**src/rtl/gray_pkg.sv**
```systemverilog
// gray_pkg: shared types, widths and arithmetic helpers for the gray stream controller
// Build option: GRAY_STREAM_LUMA_EN selects weighted luma instead of the plain RGB average.
package gray_pkg;
  typedef enum logic [1:0] {IDLE, WAIT_SOF, RUN, DRAIN} state_t;
  typedef struct packed {
    logic sof;
    logic eol;
    logic last;
  } tag_t;
  localparam int PIX_W  = 8;
  localparam int LUMA_R = 77;
  localparam int LUMA_G = 150;
  localparam int LUMA_B = 29;
`ifdef GRAY_STREAM_LUMA_EN
  localparam int SUM_W = 16;
`else
  localparam int SUM_W = 10;
`endif
  function automatic int cnt_w(input int n);
    return n > 2 ? $clog2(n) : 1;
  endfunction
  function automatic logic [SUM_W-1:0] pix_sum(input logic [23:0] rgb);
`ifdef GRAY_STREAM_LUMA_EN
    return 16'(LUMA_R) * 16'(rgb[23:16]) + 16'(LUMA_G) * 16'(rgb[15:8]) + 16'(LUMA_B) * 16'(rgb[7:0]);
`else
    return 10'(rgb[23:16]) + 10'(rgb[15:8]) + 10'(rgb[7:0]);
`endif
  endfunction
  // 683/2048 overshoots 1/3 by s/6144, which stays below the 1/3 margin for every s < 2048
  function automatic logic [PIX_W-1:0] gray_of(input logic [SUM_W-1:0] s);
`ifdef GRAY_STREAM_LUMA_EN
    return PIX_W'(s >> 8);
`else
    return PIX_W'((20'(s) * 20'd683) >> 11);
`endif
  endfunction
endpackage

```
**src/rtl/gray_stream_ctrl_if.sv**
```systemverilog
// gray_stream_ctrl_if: control, RGB input stream and gray output stream of the controller
// slave modport is the controller view; master modport is the environment driving it.
interface gray_stream_ctrl_if;
  import gray_pkg::*;
  logic             start;
  logic [23:0]      s_rgb;
  logic             s_sof;
  logic             s_valid;
  logic             s_ready;
  logic [PIX_W-1:0] m_gray;
  logic             m_sof;
  logic             m_eol;
  logic             m_valid;
  logic             m_ready;
  logic             busy;
  logic             frame_done;
  logic             err_sof;
  modport slave (
    input  start, s_rgb, s_sof, s_valid, m_ready,
    output s_ready, m_gray, m_sof, m_eol, m_valid, busy, frame_done, err_sof
  );
  modport master (
    output start, s_rgb, s_sof, s_valid, m_ready,
    input  s_ready, m_gray, m_sof, m_eol, m_valid, busy, frame_done, err_sof
  );
endinterface

```
**src/rtl/gray_pipe.sv**
```systemverilog
// gray_pipe: two-stage RGB-to-gray pipeline with valid/ready and a sideband tag
// Ports: clk, rst_n (async active-low); in_rgb/in_tag/in_valid/in_ready upstream;
// out_gray/out_tag/out_valid/out_ready downstream. Stage 1 sums, stage 2 scales.
module gray_pipe
  import gray_pkg::*;
(
  input  logic             clk,
  input  logic             rst_n,
  input  logic [23:0]      in_rgb,
  input  tag_t             in_tag,
  input  logic             in_valid,
  output logic             in_ready,
  output logic [PIX_W-1:0] out_gray,
  output tag_t             out_tag,
  output logic             out_valid,
  input  logic             out_ready
);
  logic [SUM_W-1:0] sum1;
  tag_t tag1;
  logic v1, en1, en2;
  assign en2 = !out_valid || out_ready;
  assign en1 = !v1 || en2;
  assign in_ready = en1;
  always_ff @(posedge clk or negedge rst_n)
    if (!rst_n) begin
      v1 <= 1'b0;
      sum1 <= '0;
      tag1 <= '0;
      out_valid <= 1'b0;
      out_gray <= '0;
      out_tag <= '0;
    end else begin
      if (en1) begin
        v1 <= in_valid;
        sum1 <= pix_sum(in_rgb);
        tag1 <= in_tag;
      end
      if (en2) begin
        out_valid <= v1;
        out_gray <= gray_of(sum1);
        out_tag <= tag1;
      end
    end
endmodule

```
**src/rtl/gray_stream_ctrl.sv**
```systemverilog
// gray_stream_ctrl: frame sequencer feeding an RGB stream through gray_pipe
// Ports: clk, rst_n (async active-low), bus (gray_stream_ctrl_if.slave): start, s_* input
// stream, m_* gray output stream with sof/eol tags, busy, frame_done, err_sof.
// err_sof pulses the cycle after the offending beat is accepted; frame_done pulses with
// the handshake of the last pixel. Build option: GRAY_STREAM_LUMA_EN (weighted luma).
module gray_stream_ctrl
  import gray_pkg::*;
#(
  parameter int IMG_W      = 640,
  parameter int IMG_H      = 480,
  parameter bit CONTINUOUS = 1'b0
) (
  input logic clk,
  input logic rst_n,
  gray_stream_ctrl_if.slave bus
);
  localparam int XW = cnt_w(IMG_W);
  localparam int YW = cnt_w(IMG_H);
  state_t state, state_nx;
  logic [XW-1:0] x;
  logic [YW-1:0] y;
  logic rdy, acc, load, pos0, restart, at_eol, at_last, pipe_rdy, done, err_q;
  tag_t tag, out_tag;
  assign pos0 = x == '0 && y == '0;
  assign at_eol = x == XW'(IMG_W - 1);
  assign at_last = at_eol && y == YW'(IMG_H - 1);
  // a sof anywhere past (0,0) aborts the frame and this beat becomes the new (0,0)
  assign restart = state == RUN && bus.s_sof && !pos0;
  assign tag = '{sof: pos0 || restart, eol: at_eol && !restart, last: at_last && !restart};
  assign acc = bus.s_valid && rdy;
  assign load = acc && (state == RUN || bus.s_sof);
  assign done = state == DRAIN && bus.m_valid && bus.m_ready && out_tag.last;
  always_comb begin
    state_nx = state;
    rdy = 1'b0;
    case (state)
      IDLE: state_nx = bus.start ? WAIT_SOF : IDLE;
      WAIT_SOF: begin
        rdy = 1'b1;
        state_nx = bus.s_valid && bus.s_sof ? RUN : WAIT_SOF;
      end
      RUN: begin
        rdy = pipe_rdy;
        state_nx = bus.s_valid && pipe_rdy && tag.last ? DRAIN : RUN;
      end
      default: state_nx = done ? (CONTINUOUS ? WAIT_SOF : IDLE) : DRAIN;
    endcase
  end
  always_ff @(posedge clk or negedge rst_n)
    if (!rst_n) state <= IDLE;
    else state <= state_nx;
  always_ff @(posedge clk or negedge rst_n)
    if (!rst_n) begin
      x <= '0;
      y <= '0;
      err_q <= 1'b0;
    end else begin
      err_q <= acc && restart;
      if (load) begin
        x <= restart ? XW'(1) : at_eol ? '0 : x + 1'b1;
        y <= restart || at_last ? '0 : at_eol ? y + 1'b1 : y;
      end
    end
  gray_pipe u_pipe (
    .clk      (clk),
    .rst_n    (rst_n),
    .in_rgb   (bus.s_rgb),
    .in_tag   (tag),
    .in_valid (load),
    .in_ready (pipe_rdy),
    .out_gray (bus.m_gray),
    .out_tag  (out_tag),
    .out_valid(bus.m_valid),
    .out_ready(bus.m_ready)
  );
  assign bus.s_ready = rdy;
  assign bus.m_sof = out_tag.sof;
  assign bus.m_eol = out_tag.eol;
  assign bus.busy = state != IDLE;
  assign bus.frame_done = done;
  assign bus.err_sof = err_q;
endmodule
```
**src/flat_wrapper.sv**
```systemverilog
// flat-port wrapper written by rule: the top's interface ports become plain ports
module gray_stream_ctrl_flat import gray_pkg::*;
#(
  parameter int IMG_W      = 640,
  parameter int IMG_H      = 480,
  parameter bit CONTINUOUS = 1'b0
)
  (clk, rst_n, bus_start, bus_s_rgb, bus_s_sof, bus_s_valid, bus_m_ready, bus_s_ready, bus_m_gray, bus_m_sof, bus_m_eol, bus_m_valid, bus_busy, bus_frame_done, bus_err_sof);
  gray_stream_ctrl_if bus_i ();
  input logic clk;
  input logic rst_n;
  input wire logic [$bits(bus_i.start)-1:0] bus_start;
  input wire logic [$bits(bus_i.s_rgb)-1:0] bus_s_rgb;
  input wire logic [$bits(bus_i.s_sof)-1:0] bus_s_sof;
  input wire logic [$bits(bus_i.s_valid)-1:0] bus_s_valid;
  input wire logic [$bits(bus_i.m_ready)-1:0] bus_m_ready;
  output wire logic [$bits(bus_i.s_ready)-1:0] bus_s_ready;
  output wire logic [$bits(bus_i.m_gray)-1:0] bus_m_gray;
  output wire logic [$bits(bus_i.m_sof)-1:0] bus_m_sof;
  output wire logic [$bits(bus_i.m_eol)-1:0] bus_m_eol;
  output wire logic [$bits(bus_i.m_valid)-1:0] bus_m_valid;
  output wire logic [$bits(bus_i.busy)-1:0] bus_busy;
  output wire logic [$bits(bus_i.frame_done)-1:0] bus_frame_done;
  output wire logic [$bits(bus_i.err_sof)-1:0] bus_err_sof;
  assign bus_i.start = bus_start;
  assign bus_i.s_rgb = bus_s_rgb;
  assign bus_i.s_sof = bus_s_sof;
  assign bus_i.s_valid = bus_s_valid;
  assign bus_i.m_ready = bus_m_ready;
  assign bus_s_ready = bus_i.s_ready;
  assign bus_m_gray = bus_i.m_gray;
  assign bus_m_sof = bus_i.m_sof;
  assign bus_m_eol = bus_i.m_eol;
  assign bus_m_valid = bus_i.m_valid;
  assign bus_busy = bus_i.busy;
  assign bus_frame_done = bus_i.frame_done;
  assign bus_err_sof = bus_i.err_sof;
  gray_stream_ctrl #(.IMG_W(IMG_W), .IMG_H(IMG_H), .CONTINUOUS(CONTINUOUS)) u_core (.clk(clk), .rst_n(rst_n), .bus(bus_i));
endmodule
```
**config.mk**
```make
export PLATFORM = sky130hd
export DESIGN_NAME = gray_stream_ctrl_flat
export DESIGN_NICKNAME = d
export VERILOG_FILES = /design/src/rtl/gray_pkg.sv /design/src/rtl/gray_stream_ctrl_if.sv /design/src/rtl/gray_pipe.sv /design/src/rtl/gray_stream_ctrl.sv /design/src/flat_wrapper.sv
export SDC_FILE = /design/constraint.sdc
export NUM_CORES = 1
export LEC_CHECK = 0
export BUFFER_PORTS_ARGS = -buffer_cell sky130_fd_sc_hd__buf_2
export CAP_MARGIN = 25
export CORE_ASPECT_RATIO = 1.25
export CORE_MARGIN = 2
export CORE_UTILIZATION = 55
export CTS_BUF_LIST = sky130_fd_sc_hd__clkbuf_8
export DETAILED_ROUTE_END_ITERATION = 10
export PLACE_DENSITY = 0.72
export SYNTH_ARGS = -nofsm -noshare
export SYNTH_HDL_FRONTEND = slang
export SYNTH_SLANG_ARGS = --single-unit
```
**constraint.sdc**
```tcl
create_clock -name clk -period 7.7 [get_ports clk]
set_input_delay 0 -clock clk [delete_from_list [all_inputs] [get_ports clk]]
set_output_delay 0 -clock clk [all_outputs]
set_load 0.005 [all_outputs]
```
Word level (Yosys, flattened, before mapping)
Index checks and enable logic that the tools add are counted.
{"block": "word_totals", "regBits": 48, "input_bits": 30, "out_inout_bits": 15}
{"block": "op_classes", "addsub": 4, "mul": 1, "eq_ne": 5, "n_mux": 10, "reduce_logical": 30}
{"cell": "$mux 10", "count": 2}
{"cell": "$mul 10x10->19 const B", "count": 1}
{"cell": "$mux 9", "count": 2}
{"cell": "$logic_and 1x1->1", "count": 15}
{"cell": "$add 10x1->10 const B", "count": 1}
{"cell": "$add 9x8->10", "count": 1}
{"cell": "$eq 10x10->1 const B", "count": 1}
{"cell": "$logic_not 10->1", "count": 1}
{"cell": "$add 8x8->9", "count": 1}
{"cell": "$add 9x1->9 const B", "count": 1}
{"cell": "$eq 9x9->1 const B", "count": 1}
{"cell": "$logic_not 9->1", "count": 1}
{"cell": "$pmux 2 s3", "count": 1}
{"cell": "$logic_or 1x1->1", "count": 5}
{"cell": "$eq 2x2->1 const B", "count": 2}
{"cell": "$logic_not 1->1", "count": 4}
{"cell": "$mux 2", "count": 2}
{"cell": "$reduce_bool 2->1", "count": 2}
{"cell": "$eq 2x1->1 const B", "count": 1}
{"cell": "$logic_not 2->1", "count": 1}
{"cell": "$mux 1", "count": 2}
{"cell": "$pmux 1 s2", "count": 1}
{"cell": "$reduce_and 2->1", "count": 1}

Logic depth before layout (Yosys ltp)
Gate-level depths: netlist (run 1).
{"block": "depth", "depth_word": 9, "depth_mapped": 16, "mapped_depth_nobuf": 16}

Cells and area by module
From an unflattened synthesis (run 1), not the netlist that was laid out.
{"block": "unflattened", "hier_cells": 498, "area_unflattened_um2": 4659.5}
{"mod": "gray_pipe", "n_inst": 1, "cells_per_inst": 328, "area_per_inst_um2": 3193.1}
{"mod": "gray_stream_ctrl", "n_inst": 1, "cells_per_inst": 170, "area_per_inst_um2": 1466.4}

Least setup slack after synthesis (run 1)
Ideal clock, no wire load.
{"block": "synth_path", "path_type": "flip-flop to flip-flop", "start": "register u_core.u_pipe.sum1[4]", "end": "register u_core.u_pipe.out_gray[7]", "t_arrival_ns": 4.029, "required_time_ns": 7.581, "slack_ns": 3.552, "stages_incl_launch_ff": 14, "n_path_buf": 1, "path_cell_list": "dfrtp_1 > ha_1 > inv_1 > fa_1 > fa_1 > fa_1 > inv_1 > ha_1 > ha_1 > clkbuf_1 > nand4_1 > o31ai_1 > a22oi_1 > o21a_1"}
{"block": "synth_via", "elab_chain_cells": 1}
{"element": "start: declaration", "line_no": "gray_pipe.sv:18", "source": "logic [SUM_W-1:0] sum1;"}
{"element": "start signal: assignment", "line_no": "gray_pipe.sv:35", "source": "sum1 <= pix_sum(in_rgb);"}
{"element": "$mul 10x10->19", "line_no": "gray_pkg.sv:34", "source": "return PIX_W'((20'(s) * 20'd683) >> 11);"}
{"element": "end signal: assignment", "line_no": "gray_pipe.sv:40", "source": "out_gray <= gray_of(sum1);"}
{"element": "end: declaration", "line_no": "gray_pipe.sv:13", "source": "output logic [PIX_W-1:0] out_gray,"}
Every way passes these cells.
A chain may end at the register's enable or synchronous reset.

Worst setup path in the final report (run 1)
{"block": "layout_path", "start": "register u_core.u_pipe.sum1[5]", "end": "register u_core.u_pipe.out_gray[6]"}
Same word-level chain as after synthesis.

==> impl_metrics.json, run 1 <==
{
  "fin_cells": 622,
  "drt-vias-per-instance": 5.61,
  "hold_viol": 0,
  "synth-compound-area-share_pct": 13.8,
  "grt_pass1_vias": 3397,
  "synthXorXnorAreaFrac_pct": 4.75,
  "die_y_um": 105,
  "post-route-util_pct": 61.8,
  "synthTopCellsByArea": "dfrtp_1, ha_1, fa_1, inv_1, nand2_1",
  "synth-async-reset-ratio_pct": 100,
  "clock_path_buffers": 2,
  "postSynthCellCount": 480,
  "r2r-end": "u_core.u_pipe.out_gray[6]$_DFFE_PN0P_",
  "numCtsBuffers": 5,
  "cap_violations": 0,
  "end_kind": "register",
  "die-width_um": 85.2,
  "cts_tree": "built",
  "antenna_left": 0,
  "syn2layout_area_growth_pct": 10.5,
  "yosysTopAreaCell": "dfrtp_1",
  "netlist_area_sq_um": 4530,
  "cts_setup_buffers": 0,
  "start_util_pct": 55.9,
  "synth-simple-area-share_pct": 14.4,
  "finalCriticalPeriod_ps": 4460,
  "r2r_slack_ps": 3240,
  "core_sq_um": 8100,
  "mostFrequentLayoutCells": "ha_1, inv_1, dfrtp_1, buf_2, nand2_1",
  "slew_viol_final": 0,
  "routed_wl_um": 9000,
  "layout_commonest_cell": "ha_1",
  "setup_violations": 0,
  "fin_nets": 657,
  "skew_ps": 17.0,
  "fin_crit_sh_pct": 57.9,
  "synth.area.mux_share_pct": 0.470,
  "multi_input_area_sq_um": 3030,
  "syn-num-nets": 613,
  "grt_pass1_wl_um": 15500,
  "cp.arrival_ps": 4690,
  "min-delay-start": "bus_s_sof",
  "clock_latency_ps": 320,
  "htreeDepth": 2,
  "globalRouteOverflowTotal": 0,
  "synth_fa_ha_area_share_pct": 33.4,
  "drive_above_1_share_pct": 12.0,
  "hp-class": "input pin to register",
  "worstMarginPinSlew_ps": 919,
  "synth_ff_type": "dfrtp_1",
  "cp_data_required_time_ps": 7930,
  "vias": 3487,
  "diodes": 0,
  "clk_pin_slew_ps": 100,
  "r2r_cells": 16,
  "holdWs_ps": 18.1,
  "netlist.area_leader.share_pct": 26.5,
  "die_area_sq_um": 8980,
  "setup_total_negative_slack_ps": 0,
  "synth_area_per_cell_sq_um": 9.44,
  "io_pins": 45,
  "drc": 0,
  "dr.pass1.iters": 4,
  "critPathKind": "register to register",
  "whs_endpoint": "u_core.u_pipe.tag1[2]$_DFFE_PN0N_",
  "synth.distinct_cells": 54,
  "r2r-start": "u_core.u_pipe.sum1[5]$_DFFE_PN0N_",
  "synth_top_family_by_area": "adder cells",
  "timing.fmax_mhz": 224,
  "dp_hpwl_um": 7350,
  "grt_max_degree": 26,
  "cts_root_buf": "clkbuf_8",
  "ctsResizeCount": 0,
  "place_inst": 611,
  "hold_path_depth": 3,
  "gp_congestion": 0.902,
  "synth-edff-count": 0,
  "holdBufCountCts": 3,
  "antenna_found_initial": 0,
  "row_count": 37,
  "seq_area_frac_synth_pct": 26.5,
  "seq_area_sq_um": 1200,
  "wire_per_inst_um": 14.5,
  "max_slew_margin_pct": 38.4,
  "clock_sinks": 48,
  "outcome": "finished clean",
  "synth_seq_cells": 48,
  "port_buffers": 44,
  "nFillCells": 684,
  "drt_iter0_drc": 131,
  "grt_usage_pct": 21.3,
  "startpoint_type": "register",
  "ys_warn_count": 0,
  "cp_max_fo": 5,
  "rsz0062_at_grt": "no"
}
==> cells by family (layout without fill, tap and decap cells) <==
logic type | after synthesis | after routing
compound gates | 96 | 96
xor+xnor | 23 | 23
fa+ha+maj | 103 | 103
buf+inv | 78 | 123
flops | 48 | 48
mux | 2 | 2
simple gates | 130 | 130
==> critical path, stage by stage, from the launching register on <==
cell,delay (ps)
dfrtp_1,460
ha_1,380
ha_1,300
inv_1,50
fa_1,480
inv_1,60
fa_1,530
inv_1,50
fa_1,490
inv_1,40
ha_1,330
nand2_1,70
o21ai_0,350
nand4_1,160
o211ai_1,260
o41ai_1,110
a311oi_1,240
==> routing by layer <==
layer  GRT usage [%]  share of wire (%)  vias to the layer above
li1                -                  -                     1756
met4            6.24                1.9                        0
met5               0                  0                        -
met1            27.5                 44                     1669
met2            36.9                 52                       48
met3            2.90                2.0                       14
==> cells in the mapped netlist (all sizes together) (8+ instances only) <==
master and instances:
a21o 10, a21oi 28, clkbuf 10, dfrtp 48, fa 30, ha 73
inv 66, nand2 41, nand3 8, nor2 31, nor3 8, nor4 8
o21ai 18, xor2 16
==> worst max path at each step <==
| stage | from | endpoint | slack [ps] |
|---|---|---|---|
| after floorplan | u_core.u_pipe.sum1[4]$_DFFE_PN0N_ | u_core.u_pipe.out_gray[7]$_DFFE_PN0P_ | 3550 |
| final | u_core.u_pipe.sum1[5]$_DFFE_PN0N_ | u_core.u_pipe.out_gray[6]$_DFFE_PN0P_ | 3240 |
| after global routing | u_core.u_pipe.sum1[5]$_DFFE_PN0N_ | u_core.u_pipe.out_gray[7]$_DFFE_PN0P_ | 2850 |
| after global placement | u_core.u_pipe.sum1[5]$_DFFE_PN0N_ | u_core.u_pipe.out_gray[7]$_DFFE_PN0P_ | 3370 |
| after detailed placement | u_core.u_pipe.sum1[5]$_DFFE_PN0N_ | u_core.u_pipe.out_gray[7]$_DFFE_PN0P_ | 3220 |
| after CTS | u_core.u_pipe.sum1[5]$_DFFE_PN0N_ | u_core.u_pipe.out_gray[7]$_DFFE_PN0P_ | 3220 |
==> cell type report <==
class / count / area share (%)
flip-flops and latches: 48 / 24.0
repair buffers: 49 / 5.70
well taps: 97 / 2.43
inverters: 66 / 4.95
multi-input cells: 354 / 60.5
clock buffers: 6 / 1.65
clock inverters: 2 / 0.775
==> sequential cells by signal, indices dropped and copies added (netlist names) <==
register,count
u_core.u_pipe.out_gray,8
u_core.bus.err_sof,1
u_core.y,9
u_core.state,2
u_core.x,10
u_core.u_pipe.out_tag,3
u_core.u_pipe.v1,1
u_core.u_pipe.tag1,3
u_core.u_pipe.sum1,10
u_core.u_pipe.out_valid,1
==> through the flow <==
step | area [sq um] | setup WS (ps)
3_5_place_dp | 4850 | 3220
4_1_cts | 5000 | 3220
2_1_floorplan | 4530 | 3550
5_1_grt | 5000 | 2850
6_report | 5000 | 3240
3_3_place_gp | 4820 | 3370
Power of run 1 is left out: the tool's default activity adds up to more than one toggle a clock period on the data nets, which glitch-free logic cannot reach.
==> inputs of run 2 (changes only) <==
--- a/config.mk
+++ b/config.mk
@@ -5,6 +5,7 @@
 export SDC_FILE = /design/constraint.sdc
 export NUM_CORES = 1
 export LEC_CHECK = 0
+export ABC_AREA = 1
 export BUFFER_PORTS_ARGS = -buffer_cell sky130_fd_sc_hd__buf_2
 export CAP_MARGIN = 25
 export CORE_ASPECT_RATIO = 1.25
@@ -12,7 +13,7 @@
 export CORE_UTILIZATION = 55
 export CTS_BUF_LIST = sky130_fd_sc_hd__clkbuf_8
 export DETAILED_ROUTE_END_ITERATION = 10
-export PLACE_DENSITY = 0.72
+export PLACE_DENSITY = 0.75
 export SYNTH_ARGS = -nofsm -noshare
 export SYNTH_HDL_FRONTEND = slang
 export SYNTH_SLANG_ARGS = --single-unit
==> constraint.sdc (replaced) <==
create_clock -name clk -period 4 [get_ports clk]
set_input_delay 0 -clock clk [delete_from_list [all_inputs] [get_ports clk]]
set_output_delay 0 -clock clk [all_outputs]
set_load 0.005 [all_outputs]
==> run 2 against run 1 <==
Compared with the run above: synthesized cell count is 28% higher; critical path depth is 3 higher; count of clock-buffer cells in the layout stayed put; first-iteration DRC count is 45% higher; final cell count is 29% higher; setup slack worse by 3200 ps; global-route usage is 4.0 points higher; largest cell class unchanged; area after synthesis is 7.6% higher; critical path type unchanged.
==> impl_metrics.json, run 2 <==
{
  "hp-class": "input pin to register",
  "max_slew_margin_pct": 57.1,
  "end_kind": "register",
  "wire_per_inst_um": 14.5,
  "synth.most_common_cell": "nand2_1",
  "grt_usage_pct": 25.2,
  "yosysTopAreaCell": "dfrtp_1",
  "antenna_found_initial": 1,
  "ys_warn_count": 0,
  "grt_pass1_vias": 4413,
  "fin_nets": 816,
  "synth_ff_type": "dfrtp_1",
  "cp_data_required_time_ps": 4210,
  "core_sq_um": 8650,
  "grt_pass1_wl_um": 19000,
  "clock_latency_ps": 320,
  "diodes": 0,
  "rsz0062_at_grt": "yes",
  "outcome": "finished clean",
  "fin_ws_ps": 26.8,
  "layout_commonest_cell": "nand2_1",
  "synth-edff-count": 0,
  "multi_input_area_sq_um": 3390,
  "r2r-start": "u_core.u_pipe.sum1[3]$_DFFE_PN0N_",
  "synth-compound-area-share_pct": 7.83,
  "row_count": 38,
  "gp_congestion": 0.924,
  "hold_path_depth": 3,
  "cts_root_buf": "clkbuf_8",
  "vias": 4290,
  "postSynthCellCount": 614,
  "nFillCells": 747,
  "r2r-end": "u_core.u_pipe.out_gray[4]$_DFFE_PN0P_",
  "die_y_um": 109,
  "finalCriticalPeriod_ps": 3970,
  "mostFrequentLayoutCells": "nand2_1, inv_1, ha_1, buf_2, dfrtp_1",
  "grt_max_degree": 49,
  "io_pins": 45,
  "synth_top_family_by_area": "adder cells",
  "die-width_um": 88.2,
  "timing.fmax_mhz": 252,
  "cp_max_fo": 4,
  "skew_ps": 8.94,
  "drc": 0,
  "clock_path_buffers": 2,
  "htreeDepth": 2,
  "drt-vias-per-instance": 5.34,
  "clk_pin_slew_ps": 100,
  "antenna_left": 0,
  "seq_area_frac_synth_pct": 24.7,
  "die_area_sq_um": 9630,
  "hold_viol": 0,
  "synth_seq_cells": 48,
  "synthXorXnorAreaFrac_pct": 2.70,
  "dpl_worst_slack_ps": -43.2,
  "synth-simple-area-share_pct": 23.5,
  "drt_iter0_drc": 190,
  "synthTopCellsByArea": "dfrtp_1, ha_1, fa_1, nand2_1, inv_1",
  "crit_start": "u_core.u_pipe.sum1[3]$_DFFE_PN0N_",
  "netlist.area_leader.share_pct": 24.7,
  "syn-num-nets": 747,
  "synth-async-reset-ratio_pct": 100,
  "cts_tree": "built",
  "syn2layout_area_growth_pct": 17.4,
  "numCtsBuffers": 5,
  "routed_wl_um": 11600,
  "dr.pass1.iters": 4,
  "r2r_cells": 19,
  "slew_viol_final": 0,
  "synth_area_per_cell_sq_um": 7.94,
  "cap_violations": 0,
  "r2r_slack_ps": 30,
  "drive_above_1_share_pct": 19.2,
  "whs_endpoint": "u_core.state[0]$_DFF_PN0_",
  "dp_hpwl_um": 9070,
  "clock_sinks": 48,
  "port_buffers": 44,
  "synth_common_cells": "nand2_1, inv_1, ha_1",
  "seq_area_sq_um": 1210,
  "startpoint_type": "register",
  "netlist_area_sq_um": 4870,
  "synth.distinct_cells": 39,
  "setup_violations": 0,
  "start_util_pct": 56.3,
  "critPathKind": "register to register",
  "synth_fa_ha_area_share_pct": 31.1,
  "top_regs": "u_core.u_pipe.sum1 x10, u_core.x x10, u_core.y x9",
  "worstMarginPinSlew_ps": 644,
  "min-delay-start": "bus_start",
  "fin_crit_sh_pct": 99.3,
  "synth.area.mux_share_pct": 0,
  "globalRouteOverflowTotal": 0,
  "cp.arrival_ps": 4190
}
run 2: changes by cell type in the layout (fill, tap and decap cells not counted), sizes merged, moves of 5 or more:
cell   change
nand2    +107
inv       +56
nand3     +23
buf       +20
nand4     +10
a21o       -9
nor2       +8
o21ai      +7
and3       -6
and2       -5
o31ai      -5
xor2       -5
run 2: final cells by class:
| cell class | count | area share, % |
|---|---|---|
| clock inverter | 2 | 0.263 |
| multi-input combinational | 437 | 59.4 |
| sequential | 48 | 21.1 |
| clock buffer | 6 | 1.44 |
| inverter | 123 | 8.07 |
| timing repair buffer | 68 | 7.15 |
| tap | 120 | 2.63 |
run 2: worst max-delay path: stages (launching register included):
cell     delay, ps
dfrtp_2        480
ha_4           290
inv_1           60
fa_1           530
inv_1           70
fa_1           510
inv_1           60
fa_1           520
inv_1           60
ha_4           250
ha_4           280
nand2_1         80
inv_1           90
nand2_1        100
nor3_2         110
nand2_1        110
nand2_1         70
nand2_1         40
nand3_1         80
nand2_1         60
run 2: timing repair:
action / in CTS / in global routing
gates resized for setup: 4 / 33
pin swaps: 1 / 20
hold buffers: 2 / 0
endpoints found under the hold margin: 49 / 0
setup endpoints to repair: 4 / 8
cloned: 0 / 0
buffers inserted: 1 / 10
run 2: metrics by stage:
| step | std cells | hold slack, ps | cell area (sq um) | util, % | TNS, ps |
|---|---|---|---|---|---|
| 6_report | 804 | 31.2 | 5720 | 66.1 | 0 |
| 5_1_grt | 804 | 59.9 | 5720 | 66.1 | -701 |
| 4_1_cts | 794 | 34.9 | 5440 | 62.9 | 0 |
| 3_5_place_dp | 783 | 149 | 5290 | 61.1 | -91.0 |
| 3_3_place_gp | 783 | 145 | 5290 | 61.1 | 0 |
| 2_1_floorplan | 614 | -296 | 4870 | - | 0 |
run 2: worst max path at each step:
stage,end,cells past startpoint
after floorplan,u_core.u_pipe.out_gray[6]$_DFFE_PN0P_,18
after global placement,u_core.u_pipe.out_gray[5]$_DFFE_PN0P_,16
after detailed placement,u_core.u_pipe.out_gray[5]$_DFFE_PN0P_,16
after CTS,u_core.u_pipe.out_gray[4]$_DFFE_PN0P_,18
after global routing,u_core.u_pipe.out_gray[4]$_DFFE_PN0P_,19
final,u_core.u_pipe.out_gray[4]$_DFFE_PN0P_,19
run 2: kinds of logic after synthesis:
group / count (synthesis)
xor+xnor: 15
fa+ha+maj: 103
simple gates: 254
buf+inv: 129
flops: 48
compound gates: 65
run 2: per-layer routing:
| metal | vias up | GRT usage, % | routed length [um] |
|---|---|---|---|
| li1 | 2099 | - | - |
| met5 | - | 0 | 13 |
| met3 | 52 | 4.62 | 362 |
| met1 | 2028 | 27.3 | 4520 |
| met2 | 109 | 46.6 | 6180 |
| met4 | 2 | 12.0 | 549 |
Power of run 2 is left out for the same reason.
==> inputs of run 3 (changes only) <==
--- a/config.mk
+++ b/config.mk
@@ -13,7 +13,7 @@
 export CORE_UTILIZATION = 55
 export CTS_BUF_LIST = sky130_fd_sc_hd__clkbuf_8
 export DETAILED_ROUTE_END_ITERATION = 10
-export PLACE_DENSITY = 0.75
+export PLACE_DENSITY = 0.89
 export SYNTH_ARGS = -nofsm -noshare
 export SYNTH_HDL_FRONTEND = slang
 export SYNTH_SLANG_ARGS = --single-unit
==> run 3 against run 2 <==
Compared with the run above: global-route usage grew 0.34 points; final cell count decreased by 0.25%; sequential share of layout area decreased by 0.099 points; critical endpoint is now u_core.u_pipe.out_gray[6]$_DFFE_PN0P_; routed wire length increased by 2.5%; highest routed layer is now met4.
==> impl_metrics.json, run 3 (synthesis gave the netlist of run 2 again) <==
{
  "die_area_sq_um": 9630,
  "path_delay_family": "adder cells",
  "hold_viol": 0,
  "cp_data_required_time_ps": 4210,
  "r2r_cells": 17,
  "slowest_delay_ps": 590,
  "worstMarginPinSlew_ps": 514,
  "cp-endpoint": "u_core.u_pipe.out_gray[6]$_DFFE_PN0P_",
  "highest_layer": "met4",
  "crit_start": "u_core.u_pipe.sum1[2]$_DFFE_PN0N_",
  "diodes": 0,
  "antenna_found_initial": 0,
  "numCtsBuffers": 5,
  "slowest_stage": "fa_1",
  "postLayoutCellArea_sq_um": 5730,
  "place_area_sq_um": 5300,
  "r2r-start": "u_core.u_pipe.sum1[2]$_DFFE_PN0N_",
  "wire_per_inst_um": 14.9,
  "cp.depth": 17,
  "mostFrequentLayoutCells": "nand2_1, inv_1, ha_1, dfrtp_1, buf_2",
  "critPathKind": "register to register",
  "dp_hpwl_um": 9120,
  "clock_latency_ps": 310,
  "outcome": "finished clean",
  "top_regs": "u_core.u_pipe.sum1 x10, u_core.x x10, u_core.y x9",
  "skew_ps": 7.42,
  "cp_cell_sequence": "buf_4, ha_4, fa_1, inv_1, fa_1, inv_1, fa_1, ha_4, ha_4, nand2_1, nand2_1, a21oi_2, nor2_1, nor2_1, nand3_1, nand3_1, nand2_1",
  "grt_pass1_wl_um": 19500,
  "antenna_left": 0,
  "cts_tree": "built",
  "vias": 4256,
  "r2r_slack_ps": 60,
  "io_pins": 45,
  "cts_root_buf": "clkbuf_8",
  "clock_path_buffers": 2,
  "syn2layout_area_growth_pct": 17.7,
  "setup_violations": 0,
  "hp-class": "input pin to register",
  "globalRouteOverflowTotal": 0,
  "cap_violations": 0,
  "drc": 0,
  "drt_iter0_drc": 185,
  "slew_viol_final": 0,
  "clock_sinks": 48,
  "end_kind": "register",
  "routed_wl_um": 11900,
  "die-width_um": 88.2,
  "dr.pass1.iters": 4,
  "max_slew_margin_pct": 65.8,
  "crit_buf_inv": 3,
  "gp_congestion": 0.929,
  "grt_max_degree": 32,
  "port_buffers": 44,
  "fin_crit_sh_pct": 98.4,
  "cp_max_fo": 3,
  "drive_above_1_share_pct": 19.6,
  "row_count": 38,
  "finalCriticalPeriod_ps": 3940,
  "post-route-util_pct": 66.3,
  "htreeDepth": 2,
  "wl_met1_um": 4720,
  "start_util_pct": 56.3,
  "clk_pin_slew_ps": 100,
  "hold_path_depth": 4,
  "drt-vias-per-instance": 5.31,
  "core_sq_um": 8650,
  "grt_pass1_vias": 4444,
  "wl_met3_um": 405,
  "layout_commonest_cell": "nand2_1",
  "die_y_um": 109,
  "timing.fmax_mhz": 254,
  "r2r-end": "u_core.u_pipe.out_gray[6]$_DFFE_PN0P_",
  "nFillCells": 703,
  "wl_met2_um": 6460,
  "fin_nets": 814,
  "cp.arrival_ps": 4150,
  "startpoint_type": "register",
  "grt_usage_pct": 25.6
}
[run 3: worst reg2reg max path, cell delays in order (launching register included)]
cell and delay [ps]:
dfrtp_1 430, buf_4 170, ha_4 170, fa_1 520, inv_1 80, fa_1 550, inv_1 60, fa_1 590
ha_4 220, ha_4 260, nand2_1 70, nand2_1 110, a21oi_2 180, nor2_1 50, nor2_1 150, nand3_1 90
nand3_1 80, nand2_1 60
[run 3: layer usage]
layer  vias up  track usage, %
met3        27            3.26
met1      2034            29.5
met5         -               0
met4         0            8.77
met2       108            47.9
li1       2087               -
[run 3: cell type report]
| type | instances | area (sq um) | share of cell area (%) |
|---|---|---|---|
| clock buffer | 6 | 82.6 | 1.44 |
| clock inverter | 2 | 11.3 | 0.196 |
| inverter | 123 | 462 | 8.05 |
| multi-input combinational | 437 | 3420 | 59.6 |
| sequential | 48 | 1200 | 21.0 |
| tap | 120 | 150 | 2.62 |
| timing repair buffer | 66 | 405 | 7.07 |
[run 3: worst min-delay path by stage]
stage | from | end
floorplan | rst_n | u_core.bus.err_sof$_DFF_PN0_
global placement | rst_n | u_core.x[7]$_DFFE_PN0P_
detailed placement | rst_n | u_core.x[8]$_DFFE_PN0P_
CTS | bus_m_ready | u_core.u_pipe.out_tag[2]$_DFFE_PN0P_
global route | bus_m_ready | u_core.u_pipe.out_gray[4]$_DFFE_PN0P_
finish | bus_m_ready | u_core.u_pipe.out_tag[2]$_DFFE_PN0P_
[run 3: repair_timing]
action	CTS	global route
hold endpoints to repair	21	0
hold buffers	3	0
gates resized for setup	6	37
pin swaps	0	22
setup buffers	1	9
endpoints found under the setup margin	3	8
[run 3: metrics by stage]
stage,hold slack (ps),worst slack (ps),setup TNS (ps),cells
after floorplan,-296,129,0,614
after global placement,262,33.3,0,782
after detailed placement,-22.8,-70.2,-166,783
after CTS,19.4,15.6,0,795
after global routing,32.4,-40.9,-155,802
final,33.3,64.5,0,802
Power of run 3 is left out for the same reason.
